## config.mk

```make
export PLATFORM = sky130hd
export DESIGN_NAME = rr_hold_arbiter
export DESIGN_NICKNAME = d
export VERILOG_FILES = /design/src/rtl/rr_hold_arbiter.sv
export SDC_FILE = /design/constraint.sdc
export NUM_CORES = 1
export LEC_CHECK = 0
export BUFFER_PORTS_ARGS = -buffer_cell sky130_fd_sc_hd__buf_4
export CAP_MARGIN = 5
export CORE_ASPECT_RATIO = 1.4
export CORE_MARGIN = 1
export CORE_UTILIZATION = 30
export DETAILED_ROUTE_END_ITERATION = 10
export GPL_TIMING_DRIVEN = 0
export PLACE_DENSITY = 0.47
export SLEW_MARGIN = 20
export SYNTH_ARGS = -nofsm -noshare
export SYNTH_HDL_FRONTEND = slang
export SYNTH_SLANG_ARGS = --single-unit
```

## constraint.sdc

```tcl
create_clock -name clk -period 2.37 [get_ports clk]
set_input_delay 0.237 -clock clk [delete_from_list [all_inputs] [get_ports clk]]
set_output_delay 0.237 -clock clk [all_outputs]
set_load 0.02 [all_outputs]
```

## src/rtl/rr_hold_arbiter.sv

```systemverilog
// Round-robin arbiter with bounded ownership. An owner keeps the grant while its
// request stays high, for at most MAX_HOLD consecutive cycles when others wait.
// All outputs are registered; there is no combinational path from req to grant.
module rr_hold_arbiter #(
  parameter int unsigned N        = 3,
  parameter int unsigned MAX_HOLD = 4,
  localparam int unsigned IDW     = (N > 1) ? $clog2(N) : 1
) (
  input  logic           clk,
  input  logic           reset,
  input  logic [N-1:0]   req,
  output logic [N-1:0]   grant,
  output logic           grant_valid,
  output logic [IDW-1:0] grant_id,
  output logic           preempt
);

  localparam int unsigned CW = $clog2(MAX_HOLD + 1);

  typedef enum logic [0:0] {StIdle, StOwned} state_e;

  state_e         state_q, state_d;
  logic [N-1:0]   grant_q, grant_d;
  logic           valid_q, valid_d;
  logic [IDW-1:0] id_q, id_d;
  logic           preempt_q, preempt_d;
  logic [CW-1:0]  cnt_q, cnt_d;
  logic [IDW-1:0] last_q, last_d;

  logic [N-1:0]   arb_in;
  logic           win_found;
  logic [IDW-1:0] win_idx;
  logic [N-1:0]   win_onehot;

  // Round-robin search over arb_in starting just after the last winner.
  // In OWNED the owner is masked out, so a rotation can never re-pick it.
  always_comb begin
    int unsigned idx;
    arb_in     = (state_q == StOwned) ? (req & ~grant_q) : req;
    win_found  = 1'b0;
    win_idx    = '0;
    idx        = 0;
    for (int unsigned i = 0; i < N; i++) begin
      idx = (32'(last_q) + 1 + i) % N;
      if (!win_found && arb_in[idx]) begin
        win_found = 1'b1;
        win_idx   = IDW'(idx);
      end
    end
    win_onehot          = '0;
    win_onehot[win_idx] = 1'b1;
  end

  // Next-state and registered-output logic.
  always_comb begin
    state_d   = state_q;
    grant_d   = grant_q;
    valid_d   = valid_q;
    id_d      = id_q;
    cnt_d     = cnt_q;
    last_d    = last_q;
    preempt_d = 1'b0;
    unique case (state_q)
      StIdle: begin
        if (win_found) begin
          state_d = StOwned;
          grant_d = win_onehot;
          valid_d = 1'b1;
          id_d    = win_idx;
          last_d  = win_idx;
          cnt_d   = CW'(1);
        end
      end
      StOwned: begin
        if (|(req & grant_q)) begin
          if (cnt_q < CW'(MAX_HOLD)) begin
            cnt_d = cnt_q + CW'(1);
          end else if (win_found) begin
            grant_d   = win_onehot;
            id_d      = win_idx;
            last_d    = win_idx;
            cnt_d     = CW'(1);
            preempt_d = 1'b1;
          end else begin
            // Nobody else waiting: restart the hold window instead of yielding.
            cnt_d = CW'(1);
          end
        end else if (win_found) begin
          grant_d = win_onehot;
          id_d    = win_idx;
          last_d  = win_idx;
          cnt_d   = CW'(1);
        end else begin
          state_d = StIdle;
          grant_d = '0;
          valid_d = 1'b0;
          id_d    = '0;
          cnt_d   = '0;
        end
      end
      default: state_d = StIdle;
    endcase
  end

  // State registers; asynchronous active-low reset returns pointer to N-1.
  always_ff @(posedge clk or negedge reset) begin
    if (!reset) begin
      state_q   <= StIdle;
      grant_q   <= '0;
      valid_q   <= 1'b0;
      id_q      <= '0;
      cnt_q     <= '0;
      last_q    <= IDW'(N - 1);
      preempt_q <= 1'b0;
    end else begin
      state_q   <= state_d;
      grant_q   <= grant_d;
      valid_q   <= valid_d;
      id_q      <= id_d;
      cnt_q     <= cnt_d;
      last_q    <= last_d;
      preempt_q <= preempt_d;
    end
  end

  assign grant       = grant_q;
  assign grant_valid = valid_q;
  assign grant_id    = id_q;
  assign preempt     = preempt_q;

endmodule

```

==> reports/qor.yml, run 1 <==
rsz0062_at_grt: "false"
synth_top_cells_by_area: "dfrtp_1 38%, ha_1 7.9%, a31o_1 4.4%"
cts.sinks: 13
synth-async-reset-ratio_pct: 100
slew_headroom_pct: 59.5
cts_max_level: 1
synth-adder-area-share_pct: 7.86
finalHoldViolations: 0
synth_nets: 87
outcome: "finished clean"
cts_tree: "yes"
vias_per_cell: 5.20
synth_top_family_by_area: "compound AO/OA/AOI/OAI gates"
power_density_nw_per_um2: 1410
antenna_found_initial: 0
drive_gt1_share_pct: 25.8
crit_path_start_kind: "register"
clock.fmax_mhz: 489
grt_pass1_wl_mm: 3.11
yosysWarningCount: 0
drcViolationCount: 0
ioPinCount: 12
ys_ff_latch: 13
yosys.area_share.simple_pct: 14.5
clkLatencyLatePin_ns: 0.27
initial_core_util_pct: 32.6
synth_edf_count: 0
gp_congestion: 0.748
die_h_um: 62.9
synth.avg_cell_area_um2: 10.3
diodes: 0
fin_nets: 104
clockBufferDepth: 2
dp_hpwl_mm: 1.34
synth-xor-area-share_pct: 0
netlist-cell-type-count: 36
final.setup.tns_ns: 0
fin_crit_sh_pct: 86.3
ir_drop_mv: 0.501
firstDrtPassIters: 4
ys.flop_type: "dfrtp_1"
synth.largest_area_cell: "dfrtp_1"
cts.reportedPaths.clkPinSlew_ns: 0.07
globalRouteTotalUtil_pct: 14.5
fin_area_um2: 957
grt_max_degree: 14
wirelength_mm: 1.72
core_area_um2: 2440
numPortBuffers: 11
via_count: 661
place_area_um2: 921
power_leakage_nw: 0.433
area_growth_syn_to_layout_pct: 20.3
synth-compound-area-share_pct: 31.9
ys_seq_area_share_pct: 41.0
setup_violations: 0
worst_hold_slack_ns: 0.340
cts_setup_buffers: 0
critical_path_class: "register to register"
grt_overflow: 0
num_rows: 21
skew_ns: 0.000377
yosysTopAreaCellShare_pct: 37.7
critPathMaxFanout: 8
dieWidth_um: 45.5
r2r_setup_slack_ns: 0.32
cts-root-buf: "clkbuf_4"
maxSlewViolCount: 0
ant_nets: 0
muxShareOfSynthArea_pct: 1.26
max-cap-violations: 0
finalPower_mw: 1.35
arrival_ns: 2.21
drtIter0Drc: 19
cts_buffers: 3
end_kind: "register"
final_util_pct: 39.2
min_period_ns: 2.05
grt_pass1_vias: 703
nFillCells: 257
wl_per_cell_um: 13.5
die_area_um2: 2870
cts_resized: 0
syn_inst: 77
hold_path.class: "primary input to asynchronous set/reset pin"
synth_area_um2: 796
tightest_slew_ns: 0.607
cp.required_ns: 2.53
area by class of cell:
cell class	instances	area, um2	area share [%]
plain buffers	2	8.76	0.915
multi-input cells	57	442	46.1
repair buffers	12	92.6	9.67
well taps	34	42.5	4.44
inverters	5	18.8	1.96
flip-flops and latches	13	327	34.1
clock buffers	4	26.3	2.75
where the power goes:
part	switching, mW	internal [mW]	total (mW)
clock network	0.0679	0.0652	0.133
logic	0.488	0.347	0.835
registers	0.0685	0.312	0.380
cell usage in the layout, fill, tap and decap left out, types with 3 or more instances in the layout:
| cell type | netlist | final |
|---|---|---|
| dfrtp_1 | 12 | 12 |
| buf_4 | 0 | 11 |
| inv_1 | 5 | 5 |
| nand2_1 | 5 | 5 |
| ha_1 | 5 | 5 |
| a21oi_1 | 4 | 4 |
| a31o_1 | 4 | 4 |
| nor3b_1 | 3 | 3 |
| nor2_1 | 3 | 3 |
| a211oi_1 | 3 | 3 |
| clkbuf_4 | 0 | 3 |
worst max-delay path, cell delays in order, from the launching register on:
cell	delay, ns
dfrtp_1	0.40
inv_1	0.08
ha_1	0.27
clkbuf_1	0.27
nor2_1	0.09
a311oi_1	0.26
o21ai_0	0.17
and2b_1	0.19
a32o_1	0.21
path summary, 6_finish.rpt:
kind,end,start,cells past startpoint
worst max-delay path,grant[0],last_q[0],8
worst min-delay path,cnt_q[2],reset,2
worst max register to register,grant[0],last_q[0],8
worst min register to register,cnt_q[0],cnt_q[0],1
max in group asynchronous,last_q[1],reset,2
min in group clk,grant[0],req[0],4
cell usage after synthesis (2+ instances only):
cell and instances:
a211oi_1 3, a21bo_2 2, a21o_1 2, a21oi_1 4
a31o_1 4, a32o_1 2, dfrtp_1 12, ha_1 5
inv_1 5, nand2_1 5, nand2b_1 2, nand3_1 2
nand3b_1 2, nor2_1 3, nor3b_1 3
logic make-up after synthesis:
family                   count (synthesis)
AND/OR/NAND/NOR                         21
flip-flops                              13
buffers and inverters                    7
adder cells (fa/ha/maj)                  5
AO/OA/AOI/OAI                           30
multiplexers                             1
flip-flops by register name (all words and copies together) (netlist names):
register,count
preempt,1
state_q,1
grant_valid,1
last_q,2
grant_id,2
grant,3
cnt_q,3
metal layers:
layer,track usage (%),part of all wire (%)
met4,8.33,1.6
met3,0.867,2.1
met2,23.0,52
met1,18.6,44
met5,0,0
through the flow:
step / cells / worst slack [ns]
3_3_place_gp: 122 / 0.338
3_5_place_dp: 122 / 0.329
4_1_cts: 127 / 0.310
2_1_floorplan: 77 / 0.531
5_1_grt: 127 / 0.0666
6_report: 127 / 0.324
timing repair:
item | 4_1_cts | 5_1_grt
endpoints found under the hold margin | 12 | 0
hold buffers | 1 | 0
setup endpoints to repair | 0 | 0
Power figures use the tool's default switching activity.
==> run 2, diff against run 1 <==
--- a/config.mk
+++ b/config.mk
@@ -13,6 +13,7 @@
 export DETAILED_ROUTE_END_ITERATION = 10
 export GPL_TIMING_DRIVEN = 0
 export PLACE_DENSITY = 0.47
+export REMOVE_ABC_BUFFERS = 1
 export SLEW_MARGIN = 20
 export SYNTH_ARGS = -nofsm -noshare
 export SYNTH_HDL_FRONTEND = slang
==> run 2 against run 1 <==
Effect of this change: fmax shrank 0.40%; cell count shrank 1.6%; total power is essentially flat; largest power group unchanged; highest routed layer unchanged.
==> reports/qor.yml, run 2 (synthesis gave the netlist of run 1 again) <==
nFillCells: 256  # was 257
path_buf_inv: 0  # was 2
place_ws_ns: 0.319  # was 0.329 ns
grt_overflow: 0  # unchanged
maxSlewViolCount: 0  # unchanged
rsz0062_at_grt: "false"  # unchanged
drive_gt1_share_pct: 25.3  # was 25.8%
diodes: 0  # unchanged
cts_max_level: 1  # unchanged
wl_per_cell_um: 14.2  # was 13.5 um
end_kind: "register"  # unchanged
power_leakage_nw: 0.429  # was 0.433 nW
die_h_um: 62.9  # unchanged
p_sw_share_pct: 46.5  # was 46.3%
final_util_pct: 38.8  # was 39.2%
critPathMaxFanout: 6  # was 8
die_area_um2: 2870  # unchanged
area_growth_syn_to_layout_pct: 19.2  # was 20.3%
arrival_ns: 2.27  # was 2.21 ns
final_cell_mix: "12 x dfrtp_1, 11 x buf_4, 5 x inv_1, 5 x nand2_1, 5 x ha_1"  # unchanged
slew_headroom_pct: 57.2  # was 59.5%
setup_violations: 0  # unchanged
grt_pass1_wl_mm: 2.99  # was 3.11 mm
core_area_um2: 2440  # unchanged
ioPinCount: 12  # unchanged
cts_buffers: 3  # unchanged
antenna_found_initial: 0  # unchanged
p_seq_share_pct: 29.4  # was 28.2%
drtIter0Drc: 26  # was 19
cts-root-buf: "clkbuf_4"  # unchanged
outcome: "finished clean"  # unchanged
ir_drop_mv: 0.554  # was 0.501 mV
max-cap-violations: 0  # unchanged
worst_hold_slack_ns: 0.333  # was 0.340 ns
globalRouteTotalUtil_pct: 14.6  # was 14.5%
gp_congestion: 0.774  # was 0.748
vias_per_cell: 5.18  # was 5.20
slowest_delay_ns: 0.56  # was 0.40 ns
combPwrFrac_pct: 60.7  # was 61.9%
skew_ns: 0.00192  # was 0.000377 ns
place_area_um2: 912  # was 921 um2
power_density_nw_per_um2: 1420  # was 1410 nW/um2
grt_max_degree: 14  # unchanged
initial_core_util_pct: 32.6  # unchanged
hold_path.class: "primary input to asynchronous set/reset pin"  # unchanged
crit_family: "compound AO/OA/AOI/OAI gates"  # unchanged
critical_path_class: "register to register"  # unchanged
finalPower_mw: 1.35  # about the same
cp.required_ns: 2.58  # was 2.53 ns
crit_path_start_kind: "register"  # unchanged
fin_crit_sh_pct: 86.7  # was 86.3%
p_switching_uw: 627  # was 624 uW
fin_ws_ns: 0.316  # was 0.324 ns
clkLatencyLatePin_ns: 0.27  # about the same
p_int_uw: 722  # was 724 uW
cts.sinks: 13  # unchanged
tightest_slew_ns: 0.642  # was 0.607 ns
cts_tree: "yes"  # unchanged
final.setup.tns_ns: 0  # unchanged
dieWidth_um: 45.5  # unchanged
numPortBuffers: 11  # unchanged
via_count: 647  # was 661
finalHoldViolations: 0  # unchanged
fin_area_um2: 948  # was 957 um2
min_period_ns: 2.05  # about the same
grt_pass1_vias: 665  # was 703
clock_power_share_pct: 10.0  # was 9.9%
place_inst: 120  # was 122
drcViolationCount: 0  # unchanged
path_cells: "ha_1, nand2_1, a32oi_1, a21oi_4, o31ai_1, a31o_1"  # was inv_1, ha_1, clkbuf_1, nor2_1, a311oi_1, o21ai_0, and2b_1, a32o_1
clock.fmax_mhz: 487  # was 489 MHz
firstDrtPassIters: 6  # was 4
cts.reportedPaths.clkPinSlew_ns: 0.08  # was 0.07 ns
dp_hpwl_mm: 1.35  # was 1.34 mm
mostFrequentLayoutCell: "dfrtp_1"  # unchanged
ant_nets: 0  # unchanged
slowest_stage: "dfstp_2"  # was dfrtp_1
clockBufferDepth: 2  # unchanged
wirelength_mm: 1.77  # was 1.72 mm
num_rows: 21  # unchanged
stdcell_count: 125  # was 127
fin_nets: 102  # was 104
-- run 2: worst paths after layout --
path / start / end / slack, ns / cells past startpoint
max: last_q[1] / grant_id[1] / 0.32 / 6
min: reset / cnt_q[1] / 0.33 / 2
max reg2reg: last_q[1] / grant_id[1] / 0.32 / 6
min reg2reg: cnt_q[0] / cnt_q[0] / 0.48 / 1
max in group asynchronous: reset / last_q[1] / 1.80 / 2
min in group clk: req[0] / grant[0] / 0.46 / 4
-- run 2: layer usage --
metal | part of all wire [%] | track usage [%] | wire, um | vias to the layer above
met5 | 0 | 0 | 0 | -
met4 | 0.96 | 7.95 | 17 | 0
met3 | 2.8 | 2.60 | 49 | 2
met2 | 53 | 23.2 | 933 | 13
met1 | 43 | 17.7 | 769 | 307
li1 | - | - | - | 325
-- run 2: layout make-up --
| type | instances | area [um2] | area share (%) |
|---|---|---|---|
| sequential | 13 | 327 | 34.4 |
| multi-input combinational | 57 | 442 | 46.6 |
| tap | 34 | 42.5 | 4.49 |
| inverter | 5 | 18.8 | 1.98 |
| clock buffer | 4 | 26.3 | 2.77 |
| timing repair buffer | 12 | 92.6 | 9.76 |
-- run 2: power groups by stage --
stage | combinational (mW) | clock [mW] | sequential, mW
finish | 0.819 | 0.134 | 0.396
global route | 0.912 | 0.155 | 0.409
CTS | 0.825 | 0.143 | 0.396
detailed placement | 0.819 | 0 | 0.399
global placement | 0.820 | 0 | 0.397
floorplan | 0.572 | 0 | 0.428
-- run 2: timing repair --
item / 4_1_cts / 5_1_grt
hold buffers: 1 / 0
setup buffers: 0 / 0
gates resized for setup: 0 / 0
hold endpoints to repair: 12 / 0
==> run 3, diff against run 2 <==
--- a/config.mk
+++ b/config.mk
@@ -6,8 +6,8 @@
 export NUM_CORES = 1
 export LEC_CHECK = 0
 export BUFFER_PORTS_ARGS = -buffer_cell sky130_fd_sc_hd__buf_4
-export CAP_MARGIN = 5
-export CORE_ASPECT_RATIO = 1.4
+export CAP_MARGIN = 20
+export CORE_ASPECT_RATIO = 0.9
 export CORE_MARGIN = 1
 export CORE_UTILIZATION = 30
 export DETAILED_ROUTE_END_ITERATION = 10
==> run 3 against run 2 <==
Effect of this change: via count up 0.46%; die area hardly changed; worst setup slack lost 0.034 ns; core utilization is 0.95 points lower; clock power is 4% higher; first-iteration DRC count shrank 65%; critical path depth unchanged; register-to-register slack got worse by 0.03 ns; design area shrank 0.66%.
==> reports/qor.yml, run 3 (synthesis gave the netlist of run 1 again) <==
drcViolationCount: 0  # unchanged
cts_resized: 0  # unchanged
finalPower_mw: 1.36  # was 1.35 mW
cts-root-buf: "clkbuf_4"  # unchanged
rsz0062_at_grt: "false"  # unchanged
final.setup.tns_ns: 0  # unchanged
max-cap-violations: 0  # unchanged
crit_family: "compound AO/OA/AOI/OAI gates"  # unchanged
firstDrtPassIters: 4  # was 6
fin_nets: 102  # unchanged
globalRouteTotalUtil_pct: 14.2  # was 14.6%
skew_ns: 0.00119  # was 0.00192 ns
ioPinCount: 12  # unchanged
slew_headroom_pct: 58.4  # was 57.2%
final_cell_mix: "12 x dfrtp_1, 11 x buf_4, 5 x inv_1, 5 x nand2_1, 5 x ha_1"  # unchanged
ant_nets: 0  # unchanged
hold_path.class: "primary input to asynchronous set/reset pin"  # unchanged
critical_path_class: "register to register"  # unchanged
power_density_nw_per_um2: 1440  # was 1420 nW/um2
slowest_delay_ns: 0.56  # about the same
fin_ws_ns: 0.282  # was 0.316 ns
place_ws_ns: 0.276  # was 0.319 ns
slowest_stage: "dfstp_2"  # unchanged
cts.reportedPaths.clkPinSlew_ns: 0.08  # about the same
area_growth_syn_to_layout_pct: 18.4  # was 19.2%
cts_tree: "yes"  # unchanged
ir_drop_mv: 0.640  # was 0.554 mV
grt_max_degree: 14  # unchanged
maxSlewViolCount: 0  # unchanged
drive_gt1_share_pct: 26.4  # was 25.3%
grt_overflow: 0  # unchanged
arrival_ns: 2.31  # was 2.27 ns
gp_congestion: 0.822  # was 0.774
diodes: 0  # unchanged
regToRegStartpoint: "last_q[1]"  # unchanged
num_rows: 17  # was 21
dieWidth_um: 56.3  # was 45.5 um
numPortBuffers: 11  # unchanged
critPathMaxFanout: 6  # unchanged
mostFrequentLayoutCell: "dfrtp_1"  # unchanged
path_cells: "ha_1, nand2_1, a32oi_1, a21oi_4, o31ai_1, a31o_1"  # unchanged
path_buf_inv: 0  # unchanged
wirelength_mm: 1.71  # was 1.77 mm
die_area_um2: 2860  # was 2870 um2
outcome: "finished clean"  # unchanged
dp_hpwl_mm: 1.31  # was 1.35 mm
antenna_found_initial: 0  # unchanged
grt_pass1_wl_mm: 3.04  # was 2.99 mm
fin_area_um2: 942  # was 948 um2
place_area_um2: 905  # was 912 um2
end_kind: "register"  # unchanged
worst_hold_slack_ns: 0.328  # was 0.333 ns
crit_path_start_kind: "register"  # unchanged
cts_buffers: 3  # unchanged
tightest_slew_ns: 0.624  # was 0.642 ns
via_count: 650  # was 647
die_h_um: 50.9  # was 62.9 um
cp-startpoint: "last_q[1]"  # unchanged
clock.fmax_mhz: 479  # was 487 MHz
grt_pass1_vias: 624  # was 665
place_inst: 114  # was 120
clockBufferDepth: 2  # unchanged
final_util_pct: 37.9  # was 38.8%
min_period_ns: 2.09  # was 2.05 ns
cts_max_level: 1  # unchanged
setup_violations: 0  # unchanged
clkLatencyLatePin_ns: 0.28  # was 0.27 ns
cts.sinks: 13  # unchanged
stdcell_count: 119  # was 125
fin_crit_sh_pct: 88.1  # was 86.7%
initial_core_util_pct: 32.0  # was 32.6%
wl_per_cell_um: 14.4  # was 14.2 um
power_leakage_nw: 0.432  # was 0.429 nW
vias_per_cell: 5.46  # was 5.18
core_area_um2: 2490  # was 2440 um2
finalHoldViolations: 0  # unchanged
cp.required_ns: 2.59  # was 2.58 ns
drtIter0Drc: 9  # was 26
## run 3: cell count changes in the layout (fill, tap and decap cells not counted), sizes merged
cell	delta
clkbuf	-1
clkinv	+1
## run 3: worst paths after layout
path,endpoint,slack [ns],depth (start not counted)
worst max-delay path,grant_id[1],0.28,6
worst min-delay path,cnt_q[0],0.33,2
worst max register to register,grant_id[1],0.28,6
worst min register to register,cnt_q[0],0.49,1
max in group asynchronous,last_q[1],1.81,2
min in group clk,grant[0],0.48,4
## run 3: power by group
| part | switching, mW | internal (mW) |
|---|---|---|
| Combinational | 0.477 | 0.345 |
| Clock | 0.0760 | 0.0626 |
| Sequential | 0.0835 | 0.312 |
| Total | 0.637 | 0.719 |
## run 3: worst register-to-register path, delay by kind of cell (launching register included)
kind | cells | cell delay [ns]
flops | 1 | 0.56
compound gates | 4 | 1.08
simple gates | 1 | 0.10
fa+ha+maj | 1 | 0.28
## run 3: layout make-up
cell class | count | area, um2
flip-flops and latches | 13 | 327
well taps | 28 | 35.0
clock buffers | 3 | 22.5
clock inverters | 1 | 5.00
repair buffers | 12 | 92.6
multi-input cells | 57 | 442
fillers | 255 | 1550
inverters | 5 | 18.8
## run 3: routing by layer
layer / track usage, % / vias up / wire length [um]
met2: 20.6 / 14 / 715
met4: 3.66 / 0 / 10
met3: 5.32 / 2 / 83
met1: 19.8 / 307 / 905
li1: - / 327 / -
met5: 0 / - / 0
## run 3: repair_timing
item | 4_1_cts | 5_1_grt
buffers inserted | 0 | 0
hold buffers | 1 | 0
hold endpoints to repair | 13 | 0
endpoints found under the setup margin | 0 | 0
